File: config.mk
export PLATFORM = sky130hd
export DESIGN_NAME = bp_port_scheduler
export DESIGN_NICKNAME = d
export VERILOG_FILES = /design/src/rtl/bp_port_scheduler.sv
export SDC_FILE = /design/constraint.sdc
export NUM_CORES = 1
export LEC_CHECK = 0
export BUFFER_PORTS_ARGS = -buffer_cell sky130_fd_sc_hd__buf_2
export CORE_UTILIZATION = 48
export DETAILED_ROUTE_END_ITERATION = 7
export PLACE_DENSITY = 0.86
export SLEW_MARGIN = 20
export SYNTH_ARGS = -nofsm -noshare
export SYNTH_HDL_FRONTEND = slang
export SYNTH_SLANG_ARGS = --single-unit
File: constraint.sdc
create_clock -name clk_in -period 2.6 [get_ports clk_in]
set_input_delay 0.13 -clock clk_in [delete_from_list [all_inputs] [get_ports clk_in]]
set_output_delay 0.13 -clock clk_in [all_outputs]
set_load 0.02 [all_outputs]
File: src/rtl/bp_port_scheduler.sv
// Branch predictor port scheduler: arbitrates the single table port
// between IF prediction queries and buffered RoB updates.
module bp_port_scheduler #(
  parameter int UPD_DEPTH    = 4,
  parameter int STARVE_LIMIT = 8
) (
  input  logic                         clk_in,
  input  logic                         rst_in,
  input  logic                         rdy_in,
  input  logic                         flush_in,
  input  logic                         if_query_valid,
  input  logic [31:0]                  if_query_pc,
  output logic                         if_query_ready,
  output logic                         if_resp_valid,
  output logic                         if_resp_taken,
  input  logic                         rob_upd_valid,
  input  logic [31:0]                  rob_upd_pc,
  input  logic                         rob_upd_taken,
  output logic                         rob_upd_ready,
  output logic [$clog2(UPD_DEPTH):0]   upd_count,
  output logic                         bp_query_en,
  output logic [31:0]                  bp_query_pc,
  output logic                         bp_update_en,
  output logic [31:0]                  bp_update_pc,
  output logic                         bp_update_res,
  input  logic                         bp_result_en,
  input  logic                         bp_result
);

  localparam int AW = $clog2(UPD_DEPTH);
  localparam int CW = AW + 1;
  localparam int SW = $clog2(STARVE_LIMIT + 1);

  typedef enum logic [1:0] {
    G_IDLE,
    G_QUERY,
    G_UPDATE
  } grant_e;

  logic [31:0]   pc_mem [UPD_DEPTH];
  logic          tk_mem [UPD_DEPTH];
  logic [AW-1:0] head;
  logic [AW-1:0] tail;
  logic [CW-1:0] count;
  logic [SW-1:0] starve;
  logic          q_pending;

  logic   active;
  logic   empty;
  logic   full;
  logic   force_upd;
  logic   push;
  logic   pop;
  grant_e grant;

  // Outputs stay low while reset is asserted, even before the first edge.
  assign active    = rst_in & rdy_in;
  assign empty     = (count == '0);
  assign full      = (count == CW'(UPD_DEPTH));
  assign force_upd = full | ((starve == SW'(STARVE_LIMIT)) & ~empty);

  always_comb begin
    grant = G_IDLE;
    if (active) begin
      if (force_upd)
        grant = G_UPDATE;
      else if (if_query_valid && !flush_in)
        grant = G_QUERY;
      else if (!empty)
        grant = G_UPDATE;
    end
  end

  assign rob_upd_ready  = active & ~full;
  assign push           = rob_upd_valid & rob_upd_ready;
  assign pop            = (grant == G_UPDATE);

  assign if_query_ready = active & ~force_upd & ~flush_in;
  assign bp_query_en    = (grant == G_QUERY);
  assign bp_query_pc    = bp_query_en ? if_query_pc : '0;

  assign bp_update_en   = pop;
  assign bp_update_pc   = pop ? pc_mem[head] : '0;
  assign bp_update_res  = pop & tk_mem[head];

  assign if_resp_valid  = active & q_pending & bp_result_en & ~flush_in;
  assign if_resp_taken  = if_resp_valid & bp_result;
  assign upd_count      = rst_in ? count : '0;

  always_ff @(posedge clk_in) begin
    if (push) begin
      pc_mem[tail] <= rob_upd_pc;
      tk_mem[tail] <= rob_upd_taken;
    end
  end

  always_ff @(posedge clk_in) begin
    if (!rst_in) begin
      head      <= '0;
      tail      <= '0;
      count     <= '0;
      starve    <= '0;
      q_pending <= 1'b0;
    end else if (rdy_in) begin
      if (push)
        tail <= tail + 1'b1;
      if (pop)
        head <= head + 1'b1;
      unique case ({push, pop})
        2'b10:   count <= count + 1'b1;
        2'b01:   count <= count - 1'b1;
        default: count <= count;
      endcase
      if (pop || empty)
        starve <= '0;
      else if (starve != SW'(STARVE_LIMIT))
        starve <= starve + 1'b1;
      // A response slot lives exactly one active cycle; flush clears it
      // because a flushed cycle never grants a query.
      q_pending <= (grant == G_QUERY);
    end
  end

endmodule

## Word-level counts from Yosys, hierarchy flattened

Memory sizes are Yosys's and may differ from the RTL's. A register that Yosys moved wholly into a read port is not among the register bits.
Cells that the tools add are included.

| storage, ports and cells | value |
|---|---|
| register bits | 12 |
| memories kept | 2 |
| memory bits (writable) | 132 |
| word-level logic and storage cells | 61 |
| bits of input ports | 73 |

| operators by class | value |
|---|---|
| muxes and demuxes | 16 |
| $add $sub $neg | 5 |
| equal/unequal tests | 7 |
| bitwise logic cells | 16 |
| reductions and logical operators | 10 |

Memories:

| memory | depth | width | rd ports | clocked after memory_dff | wr ports | line | RTL |
|---|---|---|---|---|---|---|---|
| pc_mem | 4 | 32 | 1 | 1 | 1 | 40 | `logic [31:0] pc_mem [UPD_DEPTH];` |
| tk_mem | 4 | 1 | 1 | 1 | 1 | 41 | `logic tk_mem [UPD_DEPTH];` |

Operators by type and width:

| cell | count |
|---|---|
| 2-to-1 mux 32 bit | 2 |
| 2-to-1 mux 2 bit | 8 |
| bitwise AND 1 bit | 11 |
| 2-to-1 mux 4 bit | 2 |
| AND reduction 2 bit | 4 |
| one-hot mux 3 bit (2 select lines) | 1 |
| adder 2 x 1 -> 2 bit, second input constant | 2 |
| adder 4 x 1 -> 4 bit, second input constant | 1 |
| equality test 2 x 1 -> 1 bit, second input constant | 2 |
| equality test 2 bit, second input constant | 2 |
| equality test 4 bit, second input constant | 1 |
| inequality test 4 bit, second input constant | 1 |
| inverter 1 bit | 4 |
| nonzero test 2 bit | 2 |
| adder 3 x 1 -> 3 bit, second input constant | 1 |
| equality test 3 bit, second input constant | 1 |
| logical NOT 3 bit | 1 |
| 2-to-1 mux 3 bit | 1 |
| subtractor 3 x 1 -> 3 bit, second input constant | 1 |
| 2-to-1 mux 1 bit | 2 |
| logical AND 1 bit | 1 |
| logical NOT 1 bit | 1 |
| logical OR 1 bit | 1 |
| OR 1 bit | 1 |

## Longest topological paths before layout

| logic depth | value |
|---|---|
| word-level depth | 10 |
| gate-level depth with buffers | 12 |
| mapped depth without buffers | 11 |

## Worst setup path after synthesis

No wires, ideal clock.

| timing | value |
|---|---|
| path kind | reg2reg |
| start | register starve[0] |
| end | register count[2] |
| path slack | 0.062 ns |
| data arrival time | 2.423 ns |
| path buffers | 1 |
| required time | 2.485 ns |
| cell stages (with the launch flop) | 13 |
| clock period less this slack | 2.538 ns |
| cells stage by stage | dfxtp_1 inv_1 ha_1 nand3b_4 a311oi_4 buf_6 ha_1 inv_1 fa_1 xnor2_1 nand2_1 xnor2_1 and2_1 |

| on the way | value |
|---|---|
| cells in the longest elaborated chain, start to end | 9 |

Ends and longest elaborated chain:

| element | line | RTL |
|---|---|---|
| start: declaration | 45 | `logic [SW-1:0] starve;` |
| start signal: assignment | 117 | `starve <= starve + 1'b1;` |
| equality test 4 bit * | 60 | `assign force_upd = full \| ((starve == SW'(STARVE_LIMIT)) & ~empty);` |
| bitwise AND 1 bit * | 60 |  |
| OR 1 bit * | 60 |  |
| 2-to-1 mux 2 bit * | 65 | `if (force_upd)` |
| 2-to-1 mux 2 bit * | 64 | `if (active) begin` |
| equality test 2 bit * | 76 | `assign pop = (grant == G_UPDATE);` |
| named net bp_update_en | 23 | `output logic bp_update_en,` |
| equality test 2 x 1 -> 1 bit / equality test 2 bit (equally long branches) | 109 | `unique case ({push, pop})` |
| nonzero test 2 bit (no source line) | -- |  |
| AND reduction 2 bit (no source line) | -- |  |
| end signal: assignment | 110 | `2'b10: count <= count + 1'b1;` |
| end signal: assignment | 111 | `2'b01: count <= count - 1'b1;` |
| end signal: assignment | 112 | `default: count <= count;` |
| end: declaration | 44 | `logic [CW-1:0] count;` |

Mark *: on every way through the listed nets, which the timed path passes. The rest lies on a longest branch.
A chain may end at the register's enable or synchronous reset.

## Worst setup path in the final report

| timing | value |
|---|---|
| start | register starve[0] |
| end | register count[2] |

| on the way | value |
|---|---|
| cells in the longest elaborated chain, start to end | 9 |

Ends and longest elaborated chain:

| element | line |
|---|---|
| equality test 4 bit * | 60 |
| bitwise AND 1 bit * | 60 |
| OR 1 bit * | 60 |
| 2-to-1 mux 2 bit * | 65 |
| 2-to-1 mux 2 bit * | 64 |
| equality test 2 bit * | 76 |
| equality test 2 x 1 -> 1 bit / equality test 2 bit (equally long branches) | 109 |
| nonzero test 2 bit (no source line) | -- |
| AND reduction 2 bit (no source line) | -- |

Every way passes the cells marked *; elsewhere a longest branch is shown, timed or not.

==> impl_summary.md <==
Floorplan
The core region is 0.0122 mm2. The die extent in y is 115 um. The die width is 115 um. After floorplanning, the core was divided into 40 placement rows. 147 I/O pins were placed. The starting density of the core is roughly half. The die covers about 0.013 mm2.

Synth
After synthesis, the share of cell area in mux cells is roughly 13%. Of all cell types, the one taking the most synthesized area is sky130_fd_sc_hd__edfxtp_1. The count of mapped cells out of synthesis is 345. The share of Yosys cell area claimed by the top area cell type is approximately 65%. The Yosys step of the flow raised 0 warnings. Counting every net in the synthesized netlist gives 426. The share of the synthesized area in compound gates (AO/OA/AOI/OAI) is 1.87%. Of the total synthesized cell area, the portion taken by AND, OR, NAND and NOR gates is 11.3%. After synthesis, the share of flip-flops with an asynchronous set or reset is 0%. Summing the sequential cell areas from Yosys gives between 60% and 70% of the chip area. Synthesis inferred 146 register bits. The average cell area after synthesis is about 18 um2. For this run, the leading register cell type out of synthesis is sky130_fd_sc_hd__edfxtp_1. Sorting the synthesized cells by area gives the leading types as sky130_fd_sc_hd__edfxtp_1 65%, sky130_fd_sc_hd__mux4_2 12%, sky130_fd_sc_hd__and2_1 7.4%. The mapped netlist covers 0.00608 mm2. After Yosys synthesis, XOR and XNOR cells account for 0.432% of the synthesized area.

The post-synthesis share of cell area spent on full adders, half adders and majority gates is 1.77%. After synthesis, the largest family of logic cells by area is multiplexers. The number of synthesized flops with an enable pin is 132. In this run, distinct cell masters in the synthesized netlist total 40.

Final layout
Cells fill approximately two thirds of the core in the end. In the final layout, the multi-input gates occupy 0.00173 mm2. The sequential cell area is 0.00425 mm2.

The repair_antennas step left the layout with diodes totalling 0. The share of final-layout standard cells stronger than drive strength 1 is between 40% and 50%. The filler cell count is about 850.

Relative to the synthesized area, the layout overhead comes to 31.2%. The net count of the finished layout is 615.

Worst setup path
The slowest stage cell on the critical path is sky130_fd_sc_hd__fa_1. The type of origin of the critical path is a register. The endpoint class of the critical path is a register.

The worst-path maximum fanout is 5. For the worst setup path, the data required time is 2.90 ns. At the worst endpoint, the arrival time is about 2.7 ns. The signal on the critical path passes through inv_1 > ha_1 > nand3b_4 > a311oi_4 > ha_2 > inv_1 > fa_1 > xnor2_2 > nand2_1 > xnor2_1 > and2_1. In this design, the stage delay of the slowest critical-path cell is about 0.4 ns. The number of buffers and inverters on the critical path is 2. The type of the worst setup path is reg -> reg. The kind of cell with the highest combined delay along the critical path is adder cells. The cell that appears most often on the critical path is sky130_fd_sc_hd__inv_1.

Timing
Across all setup checks in the final design, the least slack found is 0.177 ns. The largest clock skew in the final design is about 0.0056 ns. Static timing analysis puts the maximum clock frequency at 0.413 GHz. The headroom to the max-slew limit is ~40%.

The count of endpoints failing hold in the final timing report is 0. The fraction of the cycle the final worst path needs is 93.2%. The final number of max-transition violations is 0. The total negative setup slack is 0 ns. The routed design could run at a clock period as short as ~2.4 ns. The worst hold slack across all endpoints is 0.129 ns. The total of endpoints with negative setup slack in the final report is 0. The transition at the pin with the smallest max-transition slack is ~0.88 ns. Setup repair after global routing left no endpoint under its margin.

Global routing
The residual overflow from global routing is 0. Entering global routing, the biggest net connects 38 pins. The met3 usage in global routing is under 10%. The via count of the first global-routing pass was 3741.

The total routing usage reported by global routing is 19.2%. The layer flagged by global routing as most heavily used is met2. The first global-routing pass estimated 18.3 mm of wire.

The met1 usage is 21.9%. The number of antenna violations at the first check in global routing is 0. For this run, global-route usage on met2 was measured as between 30% and 40%.

Routing
The final routed DRC violation total is 0. The post-detailed-route wirelength per cell is roughly 16 um. In this run, the number of DRC markers left after iteration 0 of detailed routing was 127. The total iterations of the first detailed-routing run is 4. The vias per cell is about 5.0. The sum of routed wire length over all layers is 11.8 mm. The remaining antenna violation count after routing is 0.

The total number of vias is 3605.

Clocking
The H-tree was split into 4 levels. The clock insertion delay at the later pin of the skew report is 0.40 ns. The number of sinks on the clock net is 146.

Clock-pin slew was measured on the worst setup and hold paths at 0.06 ns. The clock passes through at most 2 buffers. The root buffer cell chosen for the clock tree is sky130_fd_sc_hd__clkbuf_16. TritonCTS built the clock tree. The number of clock buffers added by TritonCTS is 17.

Place
At the end of routability-driven placement, the weighted congestion stood at 0.824. The count of port buffers added during placement is 146. OpenSTA, run right after detailed placement, puts the worst setup slack at 0.121 ns. The detailed placer's ending HPWL is 7.59 mm.

Power and ir drop
The static leakage is 3.06 nW. The share of total power consumed by net switching is a little under 20%. The portion of total power attributed to sequential cells is 48.1%.

The switching power is 1.06 mW. The maximum vdd ir drop is between 0.0003 and 0.0004 V. The internal power of the cells is 4.36 mW. In this run the power density over the cells is 679 mW/mm2. The combinational share of power is 6.2%.

Per report_power, the clock group accounts for 45.7% of the total. Total power for the finished layout comes to 5.42 mW.

Min path
The min-delay analysis places its worst path in the category in -> reg.

Outcome
The flow ran to the end, and the final reports show no timing, DRC or antenna violations.

Job
The max capacitance violation total is 0.
-- cells in the mapped netlist, types with 2 or more instances --
cell                       count
sky130_fd_sc_hd__edfxtp_1    132
sky130_fd_sc_hd__and2_1       72
sky130_fd_sc_hd__mux4_2       33
sky130_fd_sc_hd__dfxtp_1      14
sky130_fd_sc_hd__nand2_1      12
sky130_fd_sc_hd__inv_1         8
sky130_fd_sc_hd__ha_1          7
sky130_fd_sc_hd__clkbuf_1      6
sky130_fd_sc_hd__and2_2        5
sky130_fd_sc_hd__buf_2         5
sky130_fd_sc_hd__nor2_1        5
sky130_fd_sc_hd__o21ai_0       5
sky130_fd_sc_hd__buf_6         3
sky130_fd_sc_hd__mux2i_1       3
sky130_fd_sc_hd__nor2b_1       3
sky130_fd_sc_hd__xnor2_1       3
sky130_fd_sc_hd__a21oi_1       2
sky130_fd_sc_hd__clkbuf_2      2
sky130_fd_sc_hd__nand3_1       2
sky130_fd_sc_hd__nand3b_1      2
sky130_fd_sc_hd__nor3_1        2
-- worst paths after layout --
kind / start / cells after the start / slack (ns) / endpoint
setup / recovery: starve[0]$_SDFFE_PN0P_ / 11 / 0.18 / count[2]$_SDFFE_PN0P_
hold / removal: rst_in / 2 / 0.13 / count[1]$_SDFFE_PN0P_
setup reg to reg: starve[0]$_SDFFE_PN0P_ / 11 / 0.18 / count[2]$_SDFFE_PN0P_
hold reg to reg: head[1]$_SDFFE_PN0P_ / 1 / 0.48 / register
-- kinds of logic after synthesis --
kind of cell / after synthesis
simple gates: 112
fa+ha+maj: 8
compound gates: 14
flops: 146
xor+xnor: 3
buf+inv: 26
mux: 36
-- stage by stage --
step | area (um2) | instances
finish | 7980 | 714
global route | 7980 | 714
CTS | 7960 | 713
detailed placement | 7020 | 649
global placement | 7020 | 649
floorplan | 6080 | 345
-- area by class of cell --
cell class	instances	share of cell area, %
multi-input cells	173	21.6
inverters	8	0.376
well taps	168	2.63
clock inverters	14	2.37
clock buffers	17	5.33
repair buffers	188	14.5
flip-flops and latches	146	53.2
-- layer usage --
layer	vias up	wire, um
met1	1791	4750
met5	-	0
met2	115	6390
li1	1691	-
met4	0	78
met3	8	537
-- sequential cells by signal, indices dropped and copies added (netlist names), named ones only --
register and count:
pc_mem 128, count 3, tail 2, q_pending 1, head 2, starve 4
tk_mem 4
-- worst reg2reg max path, delay by kind of cell (launching register included) --
| family | cells | cell delay (ns) |
|---|---|---|
| adders and majority gates | 3 | 0.86 |
| and+or+nand+nor | 3 | 0.36 |
| AOI/OAI and AO/OA | 1 | 0.28 |
| xor gates and xnor gates | 2 | 0.29 |
| DFF | 1 | 0.35 |
| buffers and inverters | 2 | 0.16 |
-- power groups by stage --
| stage | clock network [mW] | registers [mW] | logic [mW] |
|---|---|---|---|
| CTS | 2.53 | 2.61 | 0.341 |
| global placement | 0 | 2.65 | 0.289 |
| floorplan | 0 | 2.65 | 0.180 |
| detailed placement | 0 | 2.66 | 0.301 |
| global route | 2.62 | 2.61 | 0.370 |
| finish | 2.48 | 2.61 | 0.338 |
-- layout by cell type, fill, tap and decap left out, drive strengths merged, types with 2 or more instances in the layout --
master	Yosys	routed
clkinvlp	0	2
clkbuf	8	17
nand2	12	12
nor2b	3	3
a21oi	2	2
nand3b	3	3
clkinv	0	7
o21ai	5	5
dlygate4sd3	0	33
mux4	33	33
xnor2	3	3
dfxtp	14	14
nor2	6	6
edfxtp	132	132
nand3	2	2
nor3	2	2
bufinv	0	4
and2	77	77
ha	7	7
mux2i	3	3
buf	10	155
inv	8	9
-- what timing repair did --
action                                  in CTS  in global routing
endpoints found under the hold margin      132                  0
buffers inserted                             0                  1
endpoints found under the setup margin       0                  1
hold buffers                                33                  0
resized for setup                            0                  5
(Power assumes the default switching activity.)
